==> src/rtl/pwm_duty_ramp.sv <==
`default_nettype none
// ============================================================================
//  Module      : pwm_duty_ramp
//  Description : Slews the PWM duty word toward an accepted target in fixed
//                steps, changing it only at PWM period boundaries.
//                Optional DUTY_RAMP_RETARGET_EN: accept new targets mid-ramp.
//  Revision    : 1.0  initial release
// ============================================================================
module pwm_duty_ramp #(
    parameter int WIDTH = 8,
    parameter int STEP  = 1,
    parameter int DIV   = 1
) (
    input  logic             clk,
    input  logic             rst,
    input  logic [WIDTH-1:0] tgt_duty,
    input  logic             tgt_valid,
    output logic             tgt_ready,
    output logic [WIDTH-1:0] duty,
    output logic             ramp_busy,
    output logic             period_tick
);

    localparam int                 c_div_w    = (DIV > 1) ? $clog2(DIV) : 1;
    localparam logic [c_div_w-1:0] c_div_last = c_div_w'(DIV - 1);
    localparam logic [WIDTH:0]     c_step     = (WIDTH + 1)'(STEP);

    typedef enum logic [1:0] {
        ST_IDLE = 2'd0,
        ST_UP   = 2'd1,
        ST_DOWN = 2'd2
    } state_t;

    state_t               r_state_q, w_state_d;
    logic [WIDTH-1:0]     r_cnt_q,   w_cnt_d;
    logic [c_div_w-1:0]   r_div_q,   w_div_d;
    logic [WIDTH-1:0]     r_tgt_q,   w_tgt_d;
    logic [WIDTH-1:0]     r_duty_q,  w_duty_d;

    logic                 w_accept;
    logic [WIDTH:0]       w_up_sum;
    logic [WIDTH:0]       w_down_gap;
    logic [WIDTH-1:0]     w_step_duty;

    assign period_tick = (&r_cnt_q) && !rst;
    assign ramp_busy   = (r_state_q != ST_IDLE) && !rst;
    assign duty        = r_duty_q;
`ifdef DUTY_RAMP_RETARGET_EN
    assign tgt_ready   = !rst;
`else
    assign tgt_ready   = (r_state_q == ST_IDLE) && !rst;
`endif
    assign w_accept    = tgt_valid && tgt_ready;

    // One extra bit keeps the clamp compares free of wrap-around.
    always_comb begin
        w_up_sum    = {1'b0, r_duty_q} + c_step;
        w_down_gap  = {1'b0, r_duty_q} - {1'b0, r_tgt_q};
        w_step_duty = r_duty_q;
        case (r_state_q)
            ST_UP: begin
                if (w_up_sum >= {1'b0, r_tgt_q}) begin
                    w_step_duty = r_tgt_q;
                end else begin
                    w_step_duty = w_up_sum[WIDTH-1:0];
                end
            end
            ST_DOWN: begin
                if (w_down_gap <= c_step) begin
                    w_step_duty = r_tgt_q;
                end else begin
                    w_step_duty = r_duty_q - c_step[WIDTH-1:0];
                end
            end
            default: w_step_duty = r_duty_q;
        endcase
    end

    always_comb begin
        w_state_d = r_state_q;
        w_cnt_d   = r_cnt_q + 1'b1;
        w_div_d   = r_div_q;
        w_tgt_d   = r_tgt_q;
        w_duty_d  = r_duty_q;
        if (w_accept) begin
            // Acceptance takes priority over a coincident period boundary.
            w_tgt_d = tgt_duty;
            w_div_d = '0;
            if (tgt_duty > r_duty_q) begin
                w_state_d = ST_UP;
            end else if (tgt_duty < r_duty_q) begin
                w_state_d = ST_DOWN;
            end else begin
                w_state_d = ST_IDLE;
            end
        end else if ((r_state_q != ST_IDLE) && period_tick) begin
            if (r_div_q == c_div_last) begin
                w_div_d  = '0;
                w_duty_d = w_step_duty;
                if (w_step_duty == r_tgt_q) begin
                    w_state_d = ST_IDLE;
                end
            end else begin
                w_div_d = r_div_q + 1'b1;
            end
        end
    end

    always_ff @(posedge clk) begin
        if (rst) begin
            r_state_q <= ST_IDLE;
            r_cnt_q   <= '0;
            r_div_q   <= '0;
            r_tgt_q   <= '0;
            r_duty_q  <= '0;
        end else begin
            r_state_q <= w_state_d;
            r_cnt_q   <= w_cnt_d;
            r_div_q   <= w_div_d;
            r_tgt_q   <= w_tgt_d;
            r_duty_q  <= w_duty_d;
        end
    end

endmodule
`default_nettype wire
==> config.mk <==
export PLATFORM = sky130hd
export DESIGN_NAME = pwm_duty_ramp
export DESIGN_NICKNAME = d
export VERILOG_FILES = /design/src/rtl/pwm_duty_ramp.sv
export SDC_FILE = /design/constraint.sdc
export NUM_CORES = 1
export LEC_CHECK = 0
export CAP_MARGIN = 20
export CELL_PAD_IN_SITES_DETAIL_PLACEMENT = 1
export CELL_PAD_IN_SITES_GLOBAL_PLACEMENT = 1
export CORE_ASPECT_RATIO = 1.25
export CORE_MARGIN = 2
export CORE_UTILIZATION = 41
export CTS_BUF_LIST = sky130_fd_sc_hd__clkbuf_2
export CTS_CLUSTER_SIZE = 16
export DETAILED_ROUTE_END_ITERATION = 10
export GPL_ROUTABILITY_DRIVEN = 0
export PLACE_DENSITY = 0.85
export SETUP_SLACK_MARGIN = 0.3
export SLEW_MARGIN = 20
export SYNTH_ARGS = -nofsm -noshare
export SYNTH_HDL_FRONTEND = slang
export SYNTH_SLANG_ARGS = --single-unit
==> constraint.sdc <==
create_clock -name clk -period 2.75 [get_ports clk]
set_input_delay 0.55 -clock clk [delete_from_list [all_inputs] [get_ports clk]]
set_output_delay 0.55 -clock clk [all_outputs]
set_load 0.03 [all_outputs]
* Yosys cells after proc, flatten, opt, wreduce, memory -nomap -nowiden
Index checks and enable logic that the tools add are counted.
Storage, ports and cells: register bits 27, bits of input ports 11
Operators by class: $add $sub $neg 5, order comparisons 4, reduce and logical (&&, ||, !) cells 14, equal/unequal tests 4, bitwise gates (word level) 2, multiplexer cells 10
Operators by type and width (number):
- 8-bit two-way mux | 2
- 8-bit case mux with 2 select lines | 1
- 2-bit two-way mux | 6
- 8-bit by 1-bit adder with 9-bit output, second input constant | 1
- 9-bit by 8-bit greater-or-equal comparator with 1-bit output | 1
- 9-bit by 1-bit <= comparator with 1-bit output, second input constant | 1
- 8-bit by 8-bit subtractor with 9-bit output | 1
- 8-bit by 1-bit adder with 8-bit output, second input constant | 1
- 8-bit equality test | 1
- 8-bit > comparator | 1
- 8-bit < comparator | 1
- 8-bit AND reduction | 1
- 8-bit by 1-bit subtractor with 8-bit output, second input constant | 1
- 3-bit AND reduction | 2
- 2-bit nonzero test | 3
- 1-bit logical AND | 5
- 2-bit by 1-bit equality test with 1-bit output, second input constant | 1
- 2-bit equality test, second input constant | 1
- 2-bit logical NOT | 1
- 2-bit by 1-bit inequality test with 1-bit output, second input constant | 1
- 1-bit inverter | 2
- 2-bit OR reduction | 1
- 1-bit adder, second input constant | 1
- 1-bit logical NOT | 1
- 1-bit two-way mux | 1

* Depth between registers and ports, before layout
Gate-level depths: netlist of the first run.
word-level depth 9, mapped depth 15, mapped depth without buffers 13

* Worst setup path after synthesis of the first run
Ideal clock, no wire load.
path type register to register, start register r_duty_q[3], in the netlist duty[3], end register r_state_q[0], arrival 3133 ps, stages on the path, launching flop included 16, setup slack -511 ps, setup time 128 ps, buffers on the path 2, required time 2622 ps, period minus slack after synthesis 3261 ps, path through dfxtp_1 -> buf_2 -> and4_1 -> a21o_1 -> and2_1 -> inv_1 -> ha_1 -> and3_1 -> nand3_1 -> a21oi_1 -> nor2_1 -> clkbuf_1 -> nand3_1 -> o2111ai_1 -> a2111oi_2 -> nor2_1
Between the ends: word-level cells in the longest chain between the ends 7, elaborated cells between the ends (all ways) 14, those cells by class add/sub: 3; order compare: 3; eq/ne: 1; mux: 5; reduce/logical: 2
RTL lines:
- start: declaration | line 38 | logic [WIDTH-1:0] r_duty_q, w_duty_d;
- start signal: assignment | line 121 | r_duty_q <= w_duty_d;
- 8-bit by 8-bit subtractor with 9-bit output or 8-bit by 1-bit adder with 9-bit output (tied branches) | line 58, 57
- 9-bit by 1-bit <= comparator with 1-bit output or 9-bit by 8-bit greater-or-equal comparator with 1-bit output (tied branches) | line 69, 62
- 8-bit two-way mux (on tied branches) | line 69, 62
- 8-bit case mux with 2 select lines | line 60 | case (r_state_q)
- 8-bit equality test | line 100 | if (w_step_duty == r_tgt_q) begin
- 2-bit nonzero test (no line)
- 3-bit AND reduction (no line)
- end signal: assignment | line 117 | r_state_q <= w_state_d;
- end: declaration | line 34 | state_t r_state_q, w_state_d;
Parallel ways exist; a longest one is shown, timed or not. A chain may end at the register's enable or synchronous reset.

* Worst setup path in the final report of the first run
start register r_duty_q[2], in the netlist duty[2], end register r_duty_q[3], in the netlist duty[3]
Between the ends: word-level cells in the longest chain between the ends 4, elaborated cells between the ends (all ways) 8, those cells by class add/sub: 3; order compare: 2; mux: 3
RTL lines (line):
- 8-bit by 8-bit subtractor with 9-bit output or 8-bit by 1-bit adder with 9-bit output (tied branches) | 58, 57
- 9-bit by 1-bit <= comparator with 1-bit output or 9-bit by 8-bit greater-or-equal comparator with 1-bit output (tied branches) | 69, 62
- 8-bit two-way mux (on tied branches) | 69, 62
- 8-bit case mux with 2 select lines (*) | 60
Every way passes the cells marked *; elsewhere a longest branch is shown, timed or not.

==> results_dict.tcl, run 1 <==
set metrics [dict create \
    post_route_cells_drive_above_1_share_pct 38.9 \
    crit_chain "nand4_1, nor3_4, xnor2_2, ha_1, and3_4, a221oi_4, o21ai_4, o31ai_4, buf_6, buf_6, o31ai_1, nand2_1, o221a_4, o21ai_2" \
    p_switching_w 0.000640 \
    peakVddDrop_v 0.000384 \
    switching_share_pct 43.5 \
    grt_use_met3_pct 8.83 \
    antenna_found_initial 0 \
    yosys.area.top_type "dfxtp_1" \
    htreeDepth 1 \
    drv_cap 0 \
    vias 4073 \
    setup_violations 10 \
    cts_hold_buf 0 \
    min-delay-start "r_cnt_q[0]" \
    r2r_start "duty[2]" \
    postRouteAntennaNets 0 \
    cts_tree "yes" \
    layout_min_cycle_time_ns 3.50 \
    syn_nets 412 \
    clock_latency_ns 0.44 \
    fp-row-count 34 \
    startpoint_type "register" \
    ios 22 \
    regArea_um2 548 \
    arrival_ns 3.83 \
    wl_per_cell_um 31.5 \
    drc 0 \
    cts_root_buf "clkbuf_2" \
    clkTransAtPathRegs_ns 0.31 \
    grt_overflow_total 0 \
    clock_power_share_pct 18.5 \
    synth_ff_type "dfxtp_1" \
    maxSlewHeadroom_pct 48.4 \
    power_density_mw_per_mm2 335 \
    drtPass1Iterations 5 \
    clock.fmax_mhz 286 \
    yosys_register_bits 26 \
    critical_path_required_ns 3.08 \
    leakagePower_nw 1.79 \
    clock-sinks 26 \
    synth_top_area_share_pct 18.2 \
    synth_area_mm2 0.00286 \
    worst_pin_slew_ns 0.768 \
    drt_iter0_markers 394 \
    rsz0062_at_grt "yes" \
    gr-usage-met1_pct 41.0 \
    cp_max_fo 6 \
    slew_violations 0 \
    grt_most_used_layer "met2" \
    cp_slowest_cell "dfxtp_4" \
    yosys-top-cells-count "ha_1, nand2_1, dfxtp_1, nor2_1" \
    fin_crit_sh_pct 127 \
    met2_usage_pct 67.2 \
    synth_most_common_cell "ha_1" \
    hold_viol 0 \
    area_growth_pct 53.7 \
    synth_warnings 0 \
    die-area_mm2 0.00766 \
    synth_cell_type_count 69 \
    min_path_cells 1 \
    outcome "finished, violations left" \
    startpoint "duty[2]" \
    grt_start_max_net_pins 28 \
    yosys-top-cells-area "dfxtp_1, ha_1, xnor2_1, nand2_1, a21oi_1" \
    worstRegToRegCells 14 \
    fillers 786 \
    vias_per_cell 7.21 \
    core_area_mm2 0.00685 \
    cp-end-kind "register" \
    max_stage_delay_ns 0.46 \
    io_buffers 21 \
    worst_slack_ns -0.747 \
    syn_inst 369 \
    dp_slack_ns -0.232 \
    criticalPathCategory "register to register" \
    avgSynthCellArea_um2 7.75 \
    cts_buffers 3 \
    grt_pass1_vias 4101 \
    violations "negative setup slack" \
    synth_edf_count 0 \
    die_height_um 97.4 \
    clock_skew_ns 0.0247 \
    p_total_w 0.00147 \
    fin_nets 519 \
    wirelength_um 17800 \
    start_util_pct 41.7 \
    yosysSeqAreaShare_pct 18.2 \
    intPower_w 0.000831 \
    combPwrFrac_pct 53.8 \
    diodes 0 \
    clk_path_buf_depth 2 \
    die_w_um 78.7 \
    grt_pass1_wl_um 22900 \
    post-route-util_pct 64.2 \
    synthArstFlopShare_pct 0 \
    grt.total_usage_pct 39.4 \
    pwr-share-seq_pct 27.8 \
    multi_input_area_mm2 0.00258 \
    min_path_type "register to register" \
    cp_common_cell "buf_6" \
    dp_hpwl_um 9590 \
]
-- through the flow --
stage	instance area, um^2	cells	hold WS, ns	setup TNS, ns
floorplan	3030	369	0.426	-0.144
global placement	3780	532	0.440	-0.163
detailed placement	3780	532	0.472	-1.26
CTS	4150	554	0.508	-0.514
global route	4400	565	0.534	-6.28
finish	4400	565	0.507	-6.28
-- cell families after synthesis --
logic type               after synthesis  share of synthesized area, %
adder cells (fa/ha/maj)               32                          14.3
AO/OA/AOI/OAI                        115                          30.1
buffers and inverters                 45                          6.43
AND/OR/NAND/NOR                      127                          23.3
flip-flops                            26                          18.2
multiplexers                           4                          1.53
XOR/XNOR                              20                          6.13
-- state kept, by name, summed over array words and instances, names as in the netlist --
name / count
duty: 8
r_tgt_q: 8
r_state_q: 2
r_cnt_q: 8
-- routing by layer --
metal / routed length [um] / share of wire, % / vias to the layer above
li1: - / - / 1595
met1: 5780 / 32 / 1928
met2: 8060 / 45 / 366
met3: 1940 / 11 / 184
met4: 2040 / 11 / 0
met5: 0 / 0 / -
-- layout make-up --
cell class | count | area share, %
flip-flops and latches | 26 | 12.5
clock buffers | 3 | 0.342
multi-input cells | 298 | 58.8
inverters | 25 | 2.31
repair buffers | 122 | 22.9
clock inverters | 1 | 0.683
well taps | 90 | 2.56
-- cell usage in the layout (no fill, tap or decap), types with 4 or more instances in the layout --
| master | netlist | layout |
|---|---|---|
| inv_1 | 21 | 19 |
| inv_2 | 4 | 4 |
| buf_6 | 1 | 8 |
| nand3b_1 | 5 | 5 |
| xor2_1 | 5 | 5 |
| dfxtp_1 | 26 | 18 |
| dfxtp_4 | 0 | 7 |
| o31ai_4 | 1 | 5 |
| o21ai_0 | 13 | 11 |
| nor2_1 | 26 | 24 |
| o31ai_1 | 13 | 9 |
| a21oi_1 | 21 | 17 |
| nand4_1 | 8 | 8 |
| nor2b_1 | 10 | 9 |
| nand3_1 | 14 | 13 |
| xnor2_1 | 15 | 13 |
| o22ai_1 | 5 | 4 |
| nor3_1 | 8 | 6 |
| and2_1 | 6 | 5 |
| o21ai_1 | 6 | 5 |
| ha_4 | 0 | 5 |
| a21o_1 | 6 | 5 |
| buf_4 | 1 | 95 |
| clkdlybuf4s50_1 | 0 | 17 |
| nand2_1 | 29 | 27 |
| ha_1 | 31 | 26 |
-- power by group through the flow --
stage	clock (W)	sequential [W]	combinational (W)
3_3_place_gp	0	0.000411	0.000529
2_1_floorplan	0	0.000411	0.000327
6_report	0.000272	0.000409	0.000791
4_1_cts	0.000265	0.000404	0.000640
5_1_grt	0.000283	0.000410	0.000804
3_5_place_dp	0	0.000412	0.000556
-- worst max-delay path: cells and delay by family, from the launching register on --
family          cells  cell delay (ns)
buf+inv             2             0.28
simple gates        4             0.81
compound gates      6             1.28
fa+ha+maj           1             0.34
flops               1             0.46
xor+xnor            1             0.20
-- final timing paths --
path                end  slack [ns]
max             duty[3]       -0.75
min          r_cnt_q[0]        0.51
max reg2reg     duty[3]       -0.75
min reg2reg  r_cnt_q[0]        0.51
-- what timing repair did --
action                                  4_1_cts  5_1_grt
hold endpoints to repair                      0        0
resized for setup                            32       27
cloned                                        0        0
pin swaps                                    18       22
setup buffers                                18       11
endpoints found under the setup margin       10       10
Power figures use the tool's default switching activity.
==> run 2, diff against run 1 <==
==> constraint.sdc (replaced) <==
create_clock -name clk -period 2.75 [get_ports clk]
set_input_delay 0.55 -clock clk [delete_from_list [all_inputs] [get_ports clk]]
set_output_delay 0.55 -clock clk [all_outputs]
set_load 0.01 [all_outputs]
==> run 2 against run 1 <==
  * The flow still finishes with violations (negative setup slack)
  * Die area stayed put
  * Critical path depth is 1 lower
  * Setup slack better by 0.29 ns
  * Sequential power hardly changed
  * Largest cell class unchanged
  * Clock-buffer cell count stayed put
  * Global-route usage is 0.088 points lower
  * Combinational power is 3.3% lower
  * Via count is 3.7% lower
  * Highest routed layer unchanged
  * Core utilization is 0.66 points lower
  * Clock power hardly changed
==> results_dict.tcl, run 2 (synthesis results as in run 1) <==
set metrics [dict create \
    clkTransAtPathRegs_ns 0.32 \
    grt_start_max_net_pins 16 \
    slew_violations 0 \
    drc 0 \
    core_area_mm2 0.00685 \
    critical_path_required_ns 3.12 \
    cts_hold_buf 0 \
    ios 22 \
    drt_iter0_markers 284 \
    fin_crit_sh_pct 117 \
    die-area_mm2 0.00766 \
    maxSlewHeadroom_pct 48.1 \
    cp-end-kind "register" \
    topRoutingLayerUsed "met4" \
    vias 3921 \
    rsz0062_at_grt "yes" \
    cts_root_buf "clkbuf_2" \
    postRouteAntennaNets 0 \
    worst_pin_slew_ns 0.772 \
    die_height_um 97.4 \
    violations "negative setup slack" \
    layout_min_cycle_time_ns 3.21 \
    clock.fmax_mhz 312 \
    wl_per_cell_um 29.3 \
    regArea_um2 547 \
    post-route-util_pct 63.5 \
    hold_viol 0 \
    dr_wl_met2_um 7650 \
    leakagePower_nw 1.73 \
    fin_nets 513 \
    antenna_found_initial 0 \
    area_growth_pct 52.2 \
    dr_wl_met3_um 1540 \
    outcome "finished, violations left" \
    start_util_pct 41.7 \
    wirelength_um 16400 \
    clock-sinks 26 \
    grt_overflow_total 0 \
    fillers 788 \
    min_path_type "register to register" \
    arrival_ns 3.58 \
    startpoint_type "register" \
    drv_cap 0 \
    dp_hpwl_um 9770 \
    mostFrequentLayoutCell "buf_4" \
    post_route_cells_drive_above_1_share_pct 40.9 \
    worst_slack_ns -0.459 \
    vias_per_cell 7.01 \
    dp_slack_ns -0.267 \
    criticalPathCategory "register to register" \
    multi_input_area_mm2 0.00260 \
    clk_path_buf_depth 2 \
    peakVddDrop_v 0.000345 \
    grt.total_usage_pct 39.3 \
    htreeDepth 1 \
    cts_tree "yes" \
    grt_pass1_vias 4070 \
    io_buffers 21 \
    cts_buffers 3 \
    clock_latency_ns 0.40 \
    die_w_um 78.7 \
    clock_skew_ns 0.0203 \
    cp_max_fo 5 \
    wl_met1_um 5410 \
    drtPass1Iterations 5 \
    grt_pass1_wl_um 23000 \
    final_cell_mix "buf_4, nand2_1, ha_1" \
    setup_violations 10 \
    power_density_mw_per_mm2 332 \
    diodes 0 \
    fp-row-count 34 \
]
[run 2: cell types whose count changed in the layout (fill, tap and decap cells not counted), sizes merged]
cell,previous run,this run
buf,104,95
dlymetal6s2s,1,0
dlygate4sd2,0,2
clkdlybuf4s50,17,19
[run 2: report_power, final]
part	total, W	internal, W	switching [W]
combinational	0.000765	0.000319	0.000446
sequential	0.000411	0.000391	0.0000203
clock	0.000269	0.000125	0.000144
total	0.00145	0.000835	0.000611
[run 2: timing repair]
item | 4_1_cts | 5_1_grt
gates resized for setup | 49 | 26
setup buffers | 14 | 4
pin swaps | 23 | 6
setup endpoints to repair | 12 | 12
[run 2: per-stage QoR]
stage          power [W]  area (um^2)  std cells  hold WS, ns   TNS, ns
6_report         0.00145         4350        559        0.551     -3.22
5_1_grt          0.00149         4350        559        0.570     -3.72
4_1_cts          0.00132         4190        555        0.526    -0.259
3_5_place_dp    0.000969         3800        537        0.461     -1.25
3_3_place_gp    0.000944         3800        537        0.441    -0.494
2_1_floorplan   0.000736         3020        369        0.426  -0.00628
[run 2: final cells by class]
class                           count  area share [%]
Clock buffer                        3           0.345
Clock inverter                      1           0.690
Inverter                           25            2.21
Multi-Input combinational cell    298            59.7
Sequential cell                    26            12.6
Tap cell                           90            2.59
Timing Repair Buffer              116            21.9
[run 2: routing by layer]
layer	up-vias	track usage, %
li1	1582	-
met1	1857	41.9
met2	320	69.0
met3	162	6.32
met4	0	27.8
met5	-	0
[run 2: worst paths after layout]
kind / from / end / slack, ns / cells after the start
worst min register to register: r_cnt_q[0] / r_cnt_q[0] / 0.55 / 2
worst max register to register: duty[5] / r_state_q[0] / -0.46 / 13
worst min-delay path: r_cnt_q[0] / r_cnt_q[0] / 0.55 / 2
worst max-delay path: duty[5] / r_state_q[0] / -0.46 / 13
[run 2: worst max-delay path, stage by stage (launching register included)]
cell and delay, ns:
dfxtp_4 0.46, nand4_1 0.20, nor3_2 0.25, xnor2_2 0.14, ha_1 0.35, and3_4 0.22
a221oi_4 0.26, o21ai_4 0.16, o31ai_4 0.34, buf_6 0.18, o2111ai_2 0.17, a31oi_4 0.24
a2111oi_4 0.08, nor2_1 0.12
